## src/rtl/dmem_arbiter.sv

```systemverilog
// Two-port arbiter sharing the single-ported dmem between the processor (p_*) and debug (d_*) ports.
// Build option DMEM_ARB_RR_EN: round-robin tie-break with a burst limit on both ports; default is fixed processor priority.
module dmem_arbiter #(
  parameter int ADDR_W    = 12,
  parameter int DATA_W    = 32,
  parameter int RD_LAT    = 1,
  parameter int MAX_BURST = 4
) (
  input  logic              clock,
  input  logic              reset,

  input  logic              p_req,
  input  logic [ADDR_W-1:0] p_addr,
  input  logic [DATA_W-1:0] p_wdata,
  input  logic              p_wren,
  output logic              p_gnt,
  output logic              p_rvalid,
  output logic [DATA_W-1:0] p_rdata,

  input  logic              d_req,
  input  logic [ADDR_W-1:0] d_addr,
  input  logic [DATA_W-1:0] d_wdata,
  input  logic              d_wren,
  output logic              d_gnt,
  output logic              d_rvalid,
  output logic [DATA_W-1:0] d_rdata,

  output logic [ADDR_W-1:0] address_dmem,
  output logic [DATA_W-1:0] data,
  output logic              wren,
  input  logic [DATA_W-1:0] q_dmem
);

  typedef enum logic [1:0] {
    OWNER_NONE,
    OWNER_P,
    OWNER_D
  } owner_e;

  // port: 0 = processor, 1 = debug
  typedef struct packed {
    logic valid;
    logic port;
  } tag_t;

  localparam logic PORT_P = 1'b0;
  localparam logic PORT_D = 1'b1;

  if (RD_LAT < 1 || RD_LAT > 2) begin : g_bad_rd_lat
    $error("dmem_arbiter: RD_LAT must be 1 or 2");
  end
  if (MAX_BURST < 1 || MAX_BURST > 15) begin : g_bad_max_burst
    $error("dmem_arbiter: MAX_BURST must be in 1..15");
  end

  owner_e            owner_q, owner_d;
  logic [3:0]        burst_q, burst_d;
  logic              last_q, last_d;
  logic [ADDR_W-1:0] addr_q;
  logic [DATA_W-1:0] wdata_q;
  logic [DATA_W-1:0] p_rdata_q, d_rdata_q;
  tag_t              tag_q [RD_LAT];

  logic              p_win, d_win, any_gnt;
  logic [ADDR_W-1:0] sel_addr;
  logic [DATA_W-1:0] sel_wdata;
  logic              sel_wren;
  tag_t              tag_in, tag_out;

  // Grant decision: combinational from requests and registered ownership state.
  always_comb begin : arbitrate
    // NOTE: every variable gets a default before any branch so no latch is inferred.
    p_win = 1'b0;
    d_win = 1'b0;
`ifdef DMEM_ARB_RR_EN
    if (p_req && d_req) begin
      unique case (owner_q)
        OWNER_P: begin
          d_win = (burst_q >= 4'(MAX_BURST));
          p_win = !d_win;
        end
        OWNER_D: begin
          p_win = (burst_q >= 4'(MAX_BURST));
          d_win = !p_win;
        end
        default: begin
          p_win = (last_q == PORT_D);
          d_win = !p_win;
        end
      endcase
    end else begin
      p_win = p_req;
      d_win = d_req;
    end
`else
    // Processor wins every tie, so it preempts a debug burst immediately.
    p_win = p_req;
    d_win = d_req && !p_req;
`endif
    if (!reset) begin
      p_win = 1'b0;
      d_win = 1'b0;
    end
  end

  assign p_gnt   = p_win;
  assign d_gnt   = d_win;
  assign any_gnt = p_win || d_win;

  assign sel_addr  = d_win ? d_addr  : p_addr;
  assign sel_wdata = d_win ? d_wdata : p_wdata;
  assign sel_wren  = d_win ? d_wren  : p_wren;

  // Address and data hold their last driven value while nobody is granted.
  assign address_dmem = any_gnt ? sel_addr  : addr_q;
  assign data         = any_gnt ? sel_wdata : wdata_q;
  assign wren         = any_gnt && sel_wren;

  always_comb begin : next_state
    owner_d = OWNER_NONE;
    burst_d = '0;
    last_d  = last_q;
    if (any_gnt) begin
      owner_d = d_win ? OWNER_D : OWNER_P;
      last_d  = d_win;
      if (owner_d != owner_q) begin
        burst_d = 4'd1;
      end else if (burst_q != 4'hF) begin
        burst_d = burst_q + 4'd1;
      end else begin
        burst_d = burst_q;
      end
    end
  end

  always_comb begin : tag_push
    tag_in.valid = any_gnt && !sel_wren;
    tag_in.port  = d_win;
  end

  // NOTE: sequential state uses non-blocking assignments so every register samples pre-edge values.
  always_ff @(posedge clock or negedge reset) begin
    if (!reset) begin
      owner_q <= OWNER_NONE;
      burst_q <= '0;
      last_q  <= PORT_D;
    end else begin
      owner_q <= owner_d;
      burst_q <= burst_d;
      last_q  <= last_d;
    end
  end

  always_ff @(posedge clock or negedge reset) begin
    if (!reset) begin
      addr_q  <= '0;
      wdata_q <= '0;
    end else if (any_gnt) begin
      addr_q  <= sel_addr;
      wdata_q <= sel_wdata;
    end
  end

  // NOTE: the tag pipe is reset (unlike a data store) because a stale valid bit would fire a bogus rvalid.
  always_ff @(posedge clock or negedge reset) begin
    if (!reset) begin
      for (int i = 0; i < RD_LAT; i++) begin
        tag_q[i] <= '0;
      end
    end else begin
      tag_q[0] <= tag_in;
      for (int i = 1; i < RD_LAT; i++) begin
        tag_q[i] <= tag_q[i-1];
      end
    end
  end

  assign tag_out  = tag_q[RD_LAT-1];
  assign p_rvalid = tag_out.valid && (tag_out.port == PORT_P);
  assign d_rvalid = tag_out.valid && (tag_out.port == PORT_D);

  // Returned data passes straight through in the rvalid cycle, then is held.
  assign p_rdata = p_rvalid ? q_dmem : p_rdata_q;
  assign d_rdata = d_rvalid ? q_dmem : d_rdata_q;

  always_ff @(posedge clock or negedge reset) begin
    if (!reset) begin
      p_rdata_q <= '0;
      d_rdata_q <= '0;
    end else begin
      if (p_rvalid) p_rdata_q <= q_dmem;
      if (d_rvalid) d_rdata_q <= q_dmem;
    end
  end

endmodule

```

## config.mk

```make
export PLATFORM = sky130hd
export DESIGN_NAME = dmem_arbiter
export DESIGN_NICKNAME = d
export VERILOG_FILES = /design/src/rtl/dmem_arbiter.sv
export SDC_FILE = /design/constraint.sdc
export NUM_CORES = 1
export LEC_CHECK = 0
export CAP_MARGIN = 20
export CORE_MARGIN = 2
export CORE_UTILIZATION = 43
export CTS_BUF_LIST = sky130_fd_sc_hd__clkbuf_4 sky130_fd_sc_hd__clkbuf_8
export DETAILED_ROUTE_END_ITERATION = 10
export PLACE_DENSITY = 0.9
export SLEW_MARGIN = 20
export SYNTH_ARGS = -nofsm -noshare
export SYNTH_HDL_FRONTEND = slang
export SYNTH_SLANG_ARGS = --single-unit
export TNS_END_PERCENT = 5
```

## constraint.sdc

```tcl
create_clock -name clock -period 1.84 [get_ports clock]
set_input_delay 0.368 -clock clock [delete_from_list [all_inputs] [get_ports clock]]
set_output_delay 0.368 -clock clock [all_outputs]
set_load 0.05 [all_outputs]
```

==> reports/metrics.cfg <==
[floorplanning]
ios=239
die_y_um=114
die-area_um2=12900
initial_utilization=0.435
rows=40
core_um2=11900
die_w_um=114

[detailed_routing]
wl_per_cell_um=23.3
drc=0
drt_wl_total_um=18800
drtAntennaViolNets=0
drtIter0Drc=303
dr.pass1.iters=4
routed_via_density=5.51
dr_total_vias=4439

[synthesis]
synth_top_flop_cell=dfrtp_1
yosys_warnings=0
syn_area_per_cell_um2=13.1
synth.most_common_cell=dfrtp_1
synth_top_area_frac=0.531
synth_edf_count=0
synth_top_cell_by_area=dfrtp_1
syn-instance-count=396
synthDistinctLibCells=21
synth.area.top_cells=dfrtp_1 (53%), o22ai_2 (9.7%), mux2_4 (8.4%)
synthArstFlopShare=1.00
synth_area_um2=5180
syn_nets=522
yosysSeqAreaShare=0.531
synth_commonest_cells=dfrtp_1 (110), o22ai_1 (49), nor2_1 (44)
synth-seq-cells=110

[cells_and_area]
n_fill_cell=708
area_growth_pct=73.6
layout-drive-gt1-share=0.485
num-nets-final=779
final_cells=805
diodes=0

[placement]
gp_congestion=0.801
dpl.hpwl_um=11000
placed_cells=770
port_buffers=238

[outcome]
status=complete, but fails checks
violations=negative setup slack

[cts]
htree_num_levels=3
cts_tree=built
cts_buffers=9
clock_latency_ps=390
clockBufferDepth=2
clkSinkCount=110
clock-root-buffer=clkbuf_8
path_clk_slew_ps=110

[job]
maxCapViolations=0

[global_routing]
grt_pass1_wl_um=26300
antenna_found_initial=0
grtUsageTotal=0.270
grt_max_degree=35
grt_pass1_vias=4655
overflow=0

[timing]
finClkSkew_ps=11.1
tightest_slew_ps=599
timing.final.hold_violations=0
slew_violations=0
maxSlewHeadroom=0.599
period_share=1.15
setup_viol=85
grt_setup_unrepaired=true
fin_crit_ps=2110
finalWorstSetupSlack_ps=-273
max_freq_mhz=473

[setup_path]
arrival_ps=1740
crit_path_end_kind=primary output
cp_data_required_time_ps=1470
worstSetupPathType=reg2out
worstPathMaxFanout=8
critPathLaunchType=flop

[hold_path]
min_path_type=in2async

[pwr]
powerDensity_nw_per_um2=1070
power_uw=9630
p_leak_uw=0.00395
ir_worst_vdd_uv=645

-- cell usage in the layout, fill, tap and decap left out, drive strengths merged --
master | synthesis | routed
inv | 4 | 8
nor2 | 44 | 44
nor2b | 1 | 1
dlygate4sd3 | 0 | 4
a22oi | 1 | 1
or2b | 5 | 5
clkinv | 0 | 1
mux2 | 64 | 64
clkdlybuf4s50 | 0 | 122
and2b | 1 | 1
o22ai | 89 | 89
bufbuf | 0 | 1
clkdlybuf4s15 | 0 | 1
clkbuf | 2 | 14
clkinvlp | 0 | 1
or2 | 1 | 1
dfrtp | 110 | 110
nand2b | 41 | 41
and2 | 2 | 2
nand2 | 2 | 2
buf | 29 | 145
-- cell families (layout without fill, tap and decap cells) --
family          count (synthesis)  after routing  synth area share
compound gates                 90             90             0.157
simple gates                   97             97            0.0968
flops                         110            110             0.531
buf+inv                        35            297            0.0548
mux                            64             64             0.160
-- path summary, 6_finish.rpt --
kind / from / to / slack [ps] / cells past startpoint
worst max-delay path: tag_out[0] / p_rdata[12] / -270 / 4
worst min-delay path: reset / wdata_q[28] / 20 / 2
worst max register to register: tag_out[0] / p_rdata_q[12] / 520 / 3
worst min register to register: p_rdata_q[13] / p_rdata_q[13] / 510 / 1
max in group asynchronous: reset / wdata_q[11] / 680 / 3
min in group clock: reset / wdata_q[30] / 420 / 3
-- stage by stage --
stage | TNS (ps) | hold slack (ps) | instance area, um2 | setup slack, ps | utilization
final | -15680 | 24.8 | 8990 | -273 | 0.755
after CTS | -16330 | 3.79 | 8780 | -289 | 0.737
after global routing | -20880 | 8.09 | 8990 | -335 | 0.755
after floorplan | -4670 | 72.4 | 5190 | -125 | -
after global placement | -13470 | 188 | 7930 | -336 | 0.666
after detailed placement | -16070 | 189 | 7930 | -419 | 0.666
-- metal layers --
metal	part of all wire	track usage	wire length [um]	vias to the layer above
met5	0	0	0	-
met1	0.38	0.311	7070	2225
met2	0.52	0.481	9790	232
met4	0.032	0.105	599	0
met3	0.070	0.0696	1320	44
li1	-	-	-	1938
-- worst max-delay path, stage by stage, from the launching register on --
cell	delay, ps
dfrtp_1	420
nand2b_4	220
clkbuf_16	210
mux2_4	330
buf_12	150
-- power breakdown --
group          switching [uW]  leakage, uW  internal, uW
Sequential                248      0.00127          2880
Combinational            2820      0.00258          2240
Clock                     904    0.0000945           536
Total                    3970      0.00395          5650
-- repair_timing --
item / CTS / global route
cloned: 4 / 6
resized for setup: 133 / 23
hold buffers: 5 / 0
setup endpoints to repair: 111 / 110
buffers inserted: 4 / 0
hold endpoints to repair: 52 / 0
pin swaps: 11 / 7
-- state kept, by name, indices dropped and copies added (netlist names) --
signal,count
addr_q,12
d_rdata_q,32
tag_out,2
p_rdata_q,32
wdata_q,32
-- final cells by class --
type / count / area, um2 / area share
tap: 147 / 184 / 0.0204
sequential: 110 / 2750 / 0.306
inverter: 4 / 15.0 / 0.00167
clock buffer: 10 / 131 / 0.0146
multi-input combinational: 251 / 2410 / 0.268
timing repair buffer: 277 / 3450 / 0.384
clock inverter: 6 / 52.6 / 0.00584
Power figures use the tool's default switching activity.
